`config.mk`:
```
export PLATFORM = sky130hd
export DESIGN_NAME = iomem_timer_flat
export DESIGN_NICKNAME = d
export VERILOG_FILES = /design/src/rtl/iomem_timer_pkg.sv /design/src/rtl/iomem_timer_if.sv /design/src/rtl/iomem_timer_chan.sv /design/src/rtl/iomem_timer.sv /design/src/flat_wrapper.sv
export SDC_FILE = /design/constraint.sdc
export NUM_CORES = 1
export LEC_CHECK = 0
export CORE_UTILIZATION = 40
export DETAILED_ROUTE_END_ITERATION = 6
export GPL_TIMING_DRIVEN = 0
export SYNTH_ARGS = -nofsm -noshare
export SYNTH_HDL_FRONTEND = slang
export SYNTH_SLANG_ARGS = --single-unit
export TNS_END_PERCENT = 50
```
`constraint.sdc`:
```
create_clock -name clk -period 23.9 [get_ports clk]
set_input_delay 4.78 -clock clk [delete_from_list [all_inputs] [get_ports clk]]
set_output_delay 4.78 -clock clk [all_outputs]
set_load 0.01 [all_outputs]
```
`src/rtl/iomem_timer_pkg.sv`:
```
// Shared constants, FSM encoding and helpers for the iomem timer block.
package iomem_timer_pkg;

    localparam logic [3:0] OFF_CTRL   = 4'h0;
    localparam logic [3:0] OFF_LOAD   = 4'h4;
    localparam logic [3:0] OFF_COUNT  = 4'h8;
    localparam logic [3:0] OFF_STATUS = 4'hC;
    localparam logic [7:0] STRIDE     = 8'h10;

    localparam int unsigned CTRL_EN      = 0;
    localparam int unsigned CTRL_RELOAD  = 1;
    localparam int unsigned CTRL_IE      = 2;
    localparam int unsigned CTRL_PRE_LSB = 8;
    localparam int unsigned CTRL_PRE_MSB = 23;

    typedef enum logic {
        IDLE = 1'b0,
        ACK  = 1'b1
    } state_e;

    function automatic logic [31:0] strb_merge(input logic [31:0] old,
                                               input logic [31:0] wdata,
                                               input logic [3:0]  wstrb);
        logic [31:0] mask;
        mask = {{8{wstrb[3]}}, {8{wstrb[2]}}, {8{wstrb[1]}}, {8{wstrb[0]}}};
        return (old & ~mask) | (wdata & mask);
    endfunction

    function automatic logic [31:0] ctrl_pack(input logic en, input logic reload,
                                              input logic ie, input logic [15:0] pre);
        logic [31:0] w;
        w = '0;
        w[CTRL_EN]                   = en;
        w[CTRL_RELOAD]               = reload;
        w[CTRL_IE]                   = ie;
        w[CTRL_PRE_MSB:CTRL_PRE_LSB] = pre;
        return w;
    endfunction

endpackage

```
`src/rtl/iomem_timer_if.sv`:
```
// iomem bus bundle between the SoC initiator and the timer responder.
interface iomem_timer_if;
    logic        valid;
    logic        ready;
    logic [3:0]  wstrb;
    logic [31:0] addr;
    logic [31:0] wdata;
    logic [31:0] rdata;

    modport master (output valid, wstrb, addr, wdata, input  ready, rdata);
    modport slave  (input  valid, wstrb, addr, wdata, output ready, rdata);
endinterface

```
`src/rtl/iomem_timer_chan.sv`:
```
// One timer channel: prescaler, down counter with reload, sticky EXPIRED and registered irq.
module iomem_timer_chan
    import iomem_timer_pkg::*;
(
    input  logic        clk,
    input  logic        reset,
    input  logic        ctrl_we,
    input  logic        load_we,
    input  logic        status_we,
    input  logic [3:0]  wstrb,
    input  logic [31:0] wdata,
    output logic [31:0] ctrl_rd,
    output logic [31:0] load_rd,
    output logic [31:0] count_rd,
    output logic        expired,
    output logic        irq
);

    logic        en_q, en_d, reload_q, reload_d, ie_q, ie_d;
    logic [15:0] pre_q, pre_d, presc_q, presc_d;
    logic [31:0] load_q, load_d, count_q, count_d;
    logic        expired_q, expired_d, irq_q, irq_d;
    logic        tick;

    always_comb begin
        en_d      = en_q;
        reload_d  = reload_q;
        ie_d      = ie_q;
        pre_d     = pre_q;
        presc_d   = presc_q;
        load_d    = load_q;
        count_d   = count_q;
        expired_d = expired_q;
        // >= keeps the prescaler from running away if PRE is lowered mid-period
        tick      = en_q && (presc_q >= pre_q);

        if (en_q) presc_d = tick ? '0 : presc_q + 16'd1;

        // Clear before set so an expiry in the same cycle wins.
        if (status_we && wstrb[0] && wdata[0]) expired_d = 1'b0;

        if (tick) begin
            if (count_q != '0) begin
                count_d = count_q - 32'd1;
            end else begin
                expired_d = 1'b1;
                if (reload_q) count_d = load_q;
                else          en_d    = 1'b0;
            end
        end

        if (ctrl_we) begin
            if (wstrb[0]) begin
                en_d     = wdata[CTRL_EN];
                reload_d = wdata[CTRL_RELOAD];
                ie_d     = wdata[CTRL_IE];
                if (!en_q && wdata[CTRL_EN]) begin
                    count_d = load_q;
                    presc_d = '0;
                end
            end
            if (wstrb[1]) pre_d[7:0]  = wdata[15:8];
            if (wstrb[2]) pre_d[15:8] = wdata[23:16];
        end

        if (load_we) load_d = strb_merge(load_q, wdata, wstrb);

        irq_d = expired_q & ie_q;
    end

    always_ff @(posedge clk or posedge reset) begin
        if (reset) begin
            en_q      <= 1'b0;
            reload_q  <= 1'b0;
            ie_q      <= 1'b0;
            pre_q     <= '0;
            presc_q   <= '0;
            load_q    <= '0;
            count_q   <= '0;
            expired_q <= 1'b0;
            irq_q     <= 1'b0;
        end else begin
            en_q      <= en_d;
            reload_q  <= reload_d;
            ie_q      <= ie_d;
            pre_q     <= pre_d;
            presc_q   <= presc_d;
            load_q    <= load_d;
            count_q   <= count_d;
            expired_q <= expired_d;
            irq_q     <= irq_d;
        end
    end

    assign ctrl_rd  = ctrl_pack(en_q, reload_q, ie_q, pre_q);
    assign load_rd  = load_q;
    assign count_rd = count_q;
    assign expired  = expired_q;
    assign irq      = irq_q;

endmodule

```
`src/rtl/iomem_timer.sv`:
```
// iomem responder: window decode, one-cycle ACK handshake, read mux and NTIMERS timer channels.
module iomem_timer
    import iomem_timer_pkg::*;
#(
    parameter logic [31:0] BASE_ADDR = 32'h0300_0000,
    parameter int unsigned NTIMERS   = 2
) (
    input  logic               clk,
    input  logic               reset,
    iomem_timer_if.slave       iomem,
    output logic [NTIMERS-1:0] irq
);

    state_e      state_q, state_d;
    logic [31:0] rdata_q, rdata_d;
    logic        hit, accept, is_write;
    logic [3:0]  sel_idx, sel_off;
    logic [NTIMERS:0][31:0] rd_chain;

    assign hit      = (iomem.addr[31:8] == BASE_ADDR[31:8]);
    assign accept   = (state_q == IDLE) && iomem.valid && hit;
    assign is_write = |iomem.wstrb;
    assign sel_idx  = 4'(iomem.addr[7:0] / STRIDE);
    assign sel_off  = 4'(iomem.addr[7:0] % STRIDE);
    assign rd_chain[0] = '0;

    for (genvar g = 0; g < NTIMERS; g++) begin : g_chan
        logic        sel, expired;
        logic [31:0] ctrl_rd, load_rd, count_rd, chan_word;

        assign sel = accept && is_write && (sel_idx == 4'(g));

        iomem_timer_chan u_chan (
            .clk       (clk),
            .reset     (reset),
            .ctrl_we   (sel && (sel_off == OFF_CTRL)),
            .load_we   (sel && (sel_off == OFF_LOAD)),
            .status_we (sel && (sel_off == OFF_STATUS)),
            .wstrb     (iomem.wstrb),
            .wdata     (iomem.wdata),
            .ctrl_rd   (ctrl_rd),
            .load_rd   (load_rd),
            .count_rd  (count_rd),
            .expired   (expired),
            .irq       (irq[g])
        );

        always_comb begin
            chan_word = '0;
            if (sel_idx == 4'(g)) begin
                case (sel_off)
                    OFF_CTRL:   chan_word = ctrl_rd;
                    OFF_LOAD:   chan_word = load_rd;
                    OFF_COUNT:  chan_word = count_rd;
                    OFF_STATUS: chan_word = {31'b0, expired};
                    default:    chan_word = '0;
                endcase
            end
        end

        // Unselected channels contribute zero, so the OR chain acts as the read mux.
        assign rd_chain[g+1] = rd_chain[g] | chan_word;
    end

    always_comb begin
        state_d = state_q;
        rdata_d = rdata_q;
        case (state_q)
            IDLE: begin
                if (accept) begin
                    state_d = ACK;
                    rdata_d = is_write ? '0 : rd_chain[NTIMERS];
                end
            end
            ACK:     state_d = IDLE;
            default: state_d = IDLE;
        endcase
    end

    always_ff @(posedge clk or posedge reset) begin
        if (reset) begin
            state_q <= IDLE;
            rdata_q <= '0;
        end else begin
            state_q <= state_d;
            rdata_q <= rdata_d;
        end
    end

    assign iomem.ready = (state_q == ACK);
    assign iomem.rdata = rdata_q;

endmodule
```
`src/flat_wrapper.sv`:
```
// flat-port wrapper written by rule: the top's interface ports become plain ports
module iomem_timer_flat import iomem_timer_pkg::*;
#(
    parameter logic [31:0] BASE_ADDR = 32'h0300_0000,
    parameter int unsigned NTIMERS   = 2
)
  (clk, reset, irq, iomem_valid, iomem_wstrb, iomem_addr, iomem_wdata, iomem_ready, iomem_rdata);
  iomem_timer_if iomem_i ();
  input  logic clk;
  input  logic reset;
  output logic [NTIMERS-1:0] irq;
  input wire logic [$bits(iomem_i.valid)-1:0] iomem_valid;
  input wire logic [$bits(iomem_i.wstrb)-1:0] iomem_wstrb;
  input wire logic [$bits(iomem_i.addr)-1:0] iomem_addr;
  input wire logic [$bits(iomem_i.wdata)-1:0] iomem_wdata;
  output wire logic [$bits(iomem_i.ready)-1:0] iomem_ready;
  output wire logic [$bits(iomem_i.rdata)-1:0] iomem_rdata;
  assign iomem_i.valid = iomem_valid;
  assign iomem_i.wstrb = iomem_wstrb;
  assign iomem_i.addr = iomem_addr;
  assign iomem_i.wdata = iomem_wdata;
  assign iomem_ready = iomem_i.ready;
  assign iomem_rdata = iomem_i.rdata;
  iomem_timer #(.BASE_ADDR(BASE_ADDR), .NTIMERS(NTIMERS)) u_core (.clk(clk), .reset(reset), .iomem(iomem_i), .irq(irq));
endmodule
```
Word level (Yosys, flattened, before mapping)
Cells that the tools add are included.
- register bits after elaboration: 235
- output and inout port bits: 35
- logic and storage cells: 121
- $lt $le $gt $ge: 2
- bitwise logic cells: 10
- multiplexer cells: 45
- equal/unequal tests: 5
- $add $sub $neg: 4
- reduce and logical (&&, ||, !) cells: 33
- operators by type and width (cell ; count):
    $mux W32 ; 15
    $pmux W32 S4 ; 2
    $mux W16 ; 10
    $and A32 B32 Y32 ; 3
    $or A32 B32 Y32 ; 3
    $reduce_bool A32 Y1 ; 2
    $sub A32 B1 Y32 const B ; 2
    $add A16 B1 Y16 const B ; 2
    $ge A16 B16 Y1 ; 2
    $not A32 Y32 ; 1
    $eq A24 B18 Y1 const B ; 1
    $logic_and A1 B1 Y1 ; 19
    $mux W1 ; 17
    $reduce_and A2 Y1 ; 7
    $eq A4 B4 Y1 const B ; 2
    $logic_not A4 Y1 ; 2
    $eq A4 B1 Y1 const B ; 1
    $eq A4 B3 Y1 const B ; 1
    $reduce_or A4 Y1 ; 1
    $and A1 B1 Y1 ; 2
    $logic_not A1 Y1 ; 2
    $pmux W1 S2 ; 1
    $not A1 Y1 ; 1

Logic depth before layout (Yosys ltp)
- depth after elaboration: 11
- mapped depth: 11
- gate-level depth less buffers: 9

By module
From an unflattened synthesis, not the netlist that was laid out.
- cells, all modules: 1432
- area total of the unflattened synthesis: 14853.0 um^2
- modules (own cells, without submodules) (module ; sequential area each (um^2) ; area an instance (um^2) ; cells each ; times used):
    iomem_timer_chan (u_core.g_chan[1].u_chan) ; 2527.4 ; 5899.4 ; 575 ; 1
    iomem_timer_chan (u_core.g_chan[0].u_chan) ; 2527.4 ; 5798.1 ; 566 ; 1
    iomem_timer ; 825.8 ; 3155.5 ; 291 ; 1

Worst setup path before layout
Ideal clock, no wire load.
- kind: in2reg
- from: in iomem_addr[9]
- to: reg u_core.g_chan[1].u_chan.count_q[3]
- slack: 16972 ps
- path buffers: 1
- stages on the path: 8
- arrival time: 6791 ps
- cell sequence: nor4b_1 nand4_1 or2_2 clkbuf_1 nor4_1 a31oi_1 o22ai_1 a21oi_1
- word-level cells in the longest chain between the ends: 6
- RTL lines (element ; RTL line ; text):
    from (decl) ; flat_wrapper.sv:14 ; input wire logic [$bits(iomem_i.addr)-1:0] iomem_addr;
    $eq A24 B18 Y1 ; iomem_timer.sv:20 ; assign hit = (iomem.addr[31:8] == BASE_ADDR[31:8]);
    $logic_and A1 B1 Y1 ; iomem_timer.sv:21 ; assign accept = (state_q == IDLE) && iomem.valid && hit;
    $logic_and A1 B1 Y1 (2 in a row) ; iomem_timer.sv:31 ; assign sel = accept && is_write && (sel_idx == 4'(g));
    $logic_and A1 B1 Y1 ; iomem_timer.sv:36 ; .ctrl_we (sel && (sel_off == OFF_CTRL)),
    $mux W32 ; iomem_timer_chan.sv:52 ; if (ctrl_we) begin
    via u_core.g_chan[1].u_chan.count_d[3] ; iomem_timer_chan.sv:21 ; logic [31:0] load_q, load_d, count_q, count_d;
    to (signal assigned) ; iomem_timer_chan.sv:89 ; count_q <= count_d;
    to (decl) ; iomem_timer_chan.sv:21 ;
The timed path passes the listed nets, and every way through them passes these cells.
A chain may end at the register's enable or synchronous reset.

Worst setup path after layout
- from: in iomem_addr[5]
- to: reg u_core.g_chan[0].u_chan.presc_q[13]
- word-level cells in the longest chain between the ends: 4
- RTL lines (element ; RTL line ; text):
    $logic_not A4 Y1 ; iomem_timer.sv:31 ;
    $logic_and A1 B1 Y1 ; iomem_timer.sv:31 ;
    $logic_and A1 B1 Y1 ; iomem_timer.sv:36 ;
    $mux W16 ; iomem_timer_chan.sv:52 ;
    via u_core.g_chan[0].u_chan.presc_d[13] ; iomem_timer_chan.sv:20 ; logic [15:0] pre_q, pre_d, presc_q, presc_d;
    to (signal assigned) ; iomem_timer_chan.sv:87 ; presc_q <= presc_d;
    to (decl) ; iomem_timer_chan.sv:20 ;
The timed path passes the listed nets, and every way through them passes these cells.

==> metrics.md <==
| Metric | Value |
|---|---|
| Horiz. Die Dim | `~190 um` |
| # setup viols final | `0` |
| Power per cell area | `around 56 nW/um2` |
| Hold WS | `roughly 0.51 ns` |
| Post-synth top area cell | `dfrtp_1` |
| Fin crit period | `~8 ns` |
| Hold Path Class | `reg2reg` |
| Detailed Routing Iterations Pass 1 | `5` |
| WHS Path Cells | `1` |
| Critical Path AT | `8.27 ns` |
| Syn Area/Cell | `approximately 9.4 um2` |
| Area of the multi-input gates | `slightly above 7000 um2` |
| Detailed-route wire length | `48.80 mm` |
| Hold buffer count at cts | `0` |
| Initial core utilization | `roughly two fifths` |
| CTS tree | `built` |
| Root buf cell | `clkbuf_16` |
| Vias | `12580` |
| Distinct cells, synth | `74` |
| Mux cell area share after synthesis | `11.29%` |
| Fraction of layout cells with a size suffix above 1 | `about 13%` |
| Placed cells | `~2000` |
| Syn Nets | `about 1600` |
| DRC violations left | `0` |
| Die area | `34910 um2` |
| Sequential share of the synthesized area | `43.03%` |
| Setup Total Neg Slack | `0 ns` |
| Dpl ws | `about 16 ns` |
| FFs w/ async S/R, synth | `100.0%` |
| Post-Synth XOR/XNOR Area | `2.115%` |
| Combinational family with the most area after synthesis | `compound AO/OA/AOI/OAI gates` |
| Compound-gate portion of the synthesized area | `around a fifth` |
| Synth top area cells | `dfrtp_1, mux2_2, nor2_1, a21oi_1, ha_1` |
| Synth top area share | `between 40% and 50%` |
| Via/cell ratio | `slightly above 6` |
| Post-DRT Antenna Nets | `0` |
| Post-synth top flop | `dfrtp_1` |
| Final WS setup | `16.06 ns` |
| Max clock buf depth | `3` |
| Post-synth EDFFs | `0` |
| GP Congestion | `0.9455` |
| Sinks on Clock Net | `235` |
| Hold Path Origin | `u_core.iomem.rdata[19]` |
| Max-Cap Viols | `0` |
| Seq. cell area | `between 5000 and 6000 um2` |
| Final hold violation count | `0` |
| Pin count of the biggest net entering global routing | `between 90 and 100` |
| FF-to-FF setup slack | `20.18 ns` |
| Site row count | `67` |
| Gate Count Post-Synth | `~1500` |
| Worst Hold End | `u_core.iomem.rdata[19]` |
| Adder-cell share of the synthesized area | `3.479%` |
| RR Startpoint | `u_core.g_chan[1].u_chan.count_rd[8]` |
| NumNets Final | `1695` |
| Crit. End Element | `register` |
| Syn Std Cell Area | `approximately 14000 um2` |
| Num CTS Buffers | `29` |
| Reg clk slew, reported paths | `approximately 0.060 ns` |
| Slew HR | `about 10%` |
| R2R cell count | `9` |
| Setup Skew | `roughly 0.025 ns` |
| First-pass GRT wire length | `74.60 mm` |
| Synth Register Bits | `about 240` |
| Syn. warnings | `0` |
| Initial DRC count | `1472` |
| CP most frequent cell | `clkbuf_1` |
| Worst Max-Slew Pin Slew | `~1.3 ns` |
| Gr usage total | `27.72%` |
| Number of global-route vias before repair | `approximately 12000` |
| Max Freq | `around 130 MHz` |
| Filler Cell Count | `~3100` |
| Finished Layout Cells | `between 2000 and 2500` |
| Crit path max fanout | `10` |
| Critical-path cell list | `clkdlybuf4s50_1 -> nor3_1 -> nand2b_1 -> clkbuf_1 -> nor4_1 -> nand3_1 -> o21ai_0 -> clkbuf_1 -> clkbuf_1 -> nor2_1` |
| H-tree depth | `1` |
| Max-slew violations | `0` |
| LEAKAGE | `around 7 nW` |
| I/O pin count | `106` |
| Post-CTS setup buffers | `0` |
| GR Overflow Total | `0` |
| Area grow syn2layout | `19.51%` |
| Final period util | `between 30% and 40%` |
| Setup repair after global routing missed its margin | `false` |
| Worst reg2reg endpoint | `u_core.g_chan[1].u_chan.en_q` |
| Worst path slowest cell | `nor4_1` |
| Placeable Area | `approximately 34000 um2` |
| Worst-Skew Late Latency | `0.57 ns` |
| Simple-gate share of the synthesized area | `between 15 and 20%` |
| Post-CTS sizing | `0` |
| Die Y | `approximately 190 um` |
| Buffers on Ports | `between 100 and 150` |
| Startpoint Class | `input pin` |
| Critical Path RT | `roughly 24 ns` |
| Wirelength per Cell | `between 20 and 25 um` |
| Initial antenna violation count | `4` |
| Worst setup path category | `in2reg` |
| Worst vdd ir | `about 0.057 mV` |
| Dpl hpwl | `36.60 mm` |
| Outcome | `completed` |
| Critical Path Max Stage Delay | `about 0.60 ns` |
cell usage after synthesis (3+ instances only):
cell type	number
and4_1	6
mux2i_1	36
xor2_1	23
a2bb2oi_1	5
and2_1	7
nor4_1	23
a211o_1	3
o22ai_1	68
nand3_1	51
nor4b_1	3
nand2b_1	9
o211ai_1	12
or3_1	16
or2_2	3
o21a_1	3
or4_4	3
o311ai_0	5
o221a_2	14
o31ai_1	5
inv_1	59
mux2_2	101
clkbuf_1	69
dfrtp_1	235
o221ai_1	3
nor3_1	36
a31oi_1	14
nand4_1	25
a41oi_1	3
nand2_1	83
xnor2_1	10
and3_1	19
a22oi_1	28
buf_2	10
nor2_1	168
or4_1	4
o41ai_1	3
ha_1	38
o21ai_0	41
nor2b_1	3
a21oi_1	115
a211oi_1	8
a22o_1	32
buf_6	3
buf_1	3
final cells by class:
cell class / instances / share of cell area [%]
multi-input cells: 1070 / 44.09
flip-flops and latches: 235 / 36.00
repair buffers: 104 / 6.573
clock buffers: 41 / 4.964
well taps: 448 / 3.432
plain buffers: 87 / 2.260
inverters: 59 / 1.402
clock inverters: 13 / 1.241
diodes: 2 / 0.03064
layer usage:
metal  track usage [%]  share of wire (%)
met4             7.566                2.4
met3             4.353                7.8
met1             38.91                 44
met2             44.39                 46
met5                 0              0.027
how the worst max path moves through the flow:
| stage | from | endpoint | slack (ns) | cells after the start |
|---|---|---|---|---|
| final | iomem_addr[5] | u_core.g_chan[0].u_chan.presc_q[13] | 16.06 | 10 |
| after global placement | reset | u_core.g_chan[0].u_chan.count_rd[29] | 9.30 | 2 |
| after detailed placement | iomem_addr[10] | u_core.g_chan[0].u_chan.presc_q[5] | 15.52 | 9 |
| after CTS | iomem_addr[5] | u_core.g_chan[0].u_chan.presc_q[6] | 16.10 | 10 |
| after floorplan | reset | asynchronous set/reset pin | 12.67 | 1 |
| after global routing | iomem_addr[5] | u_core.g_chan[0].u_chan.presc_q[6] | 15.66 | 10 |
kinds of logic (layout without fill, tap and decap cells):
| group | count (synthesis) | after routing |
|---|---|---|
| flip-flops | 235 | 235 |
| other | 0 | 2 |
| multiplexers | 139 | 139 |
| XOR/XNOR | 33 | 33 |
| adder cells (fa/ha/maj) | 38 | 38 |
| buffers and inverters | 146 | 304 |
| AND/OR/NAND/NOR | 473 | 473 |
| AO/OA/AOI/OAI | 387 | 387 |
per-stage QoR:
stage	utilization [%]	power [mW]	instance area (um2)
after floorplan	-	0.4207	13670
after global placement	45.33	0.4425	15240
after detailed placement	45.56	0.4437	15310
after CTS	48.57	0.9148	16330
after global routing	48.57	0.9357	16330
final	48.59	0.9099	16330
worst max-delay path, delay by kind of cell:
| family | cells | cell delay (ns) |
|---|---|---|
| compound gates | 1 | 0.25 |
| buf+inv | 4 | 1.59 |
| simple gates | 5 | 1.63 |
placed cells by master (no fill, tap or decap), types with 41 or more instances in the layout:
master / instances
o22ai_1: 68
o21ai_0: 41
inv_1: 58
dfrtp_1: 235
clkbuf_1: 77
a21oi_1: 115
mux2_2: 101
nor2_1: 168
nand3_1: 51
nand2_1: 83
clkdlybuf4s50_1: 101
where the power goes:
part           switching [mW]  internal, mW  total (mW)
Clock                   0.184         0.290       0.474
Combinational          0.0234        0.0148      0.0383
Sequential       0.0000000121         0.398       0.398
Total                   0.207         0.703       0.910
Note: power is estimated with default switching activity, not from simulation.
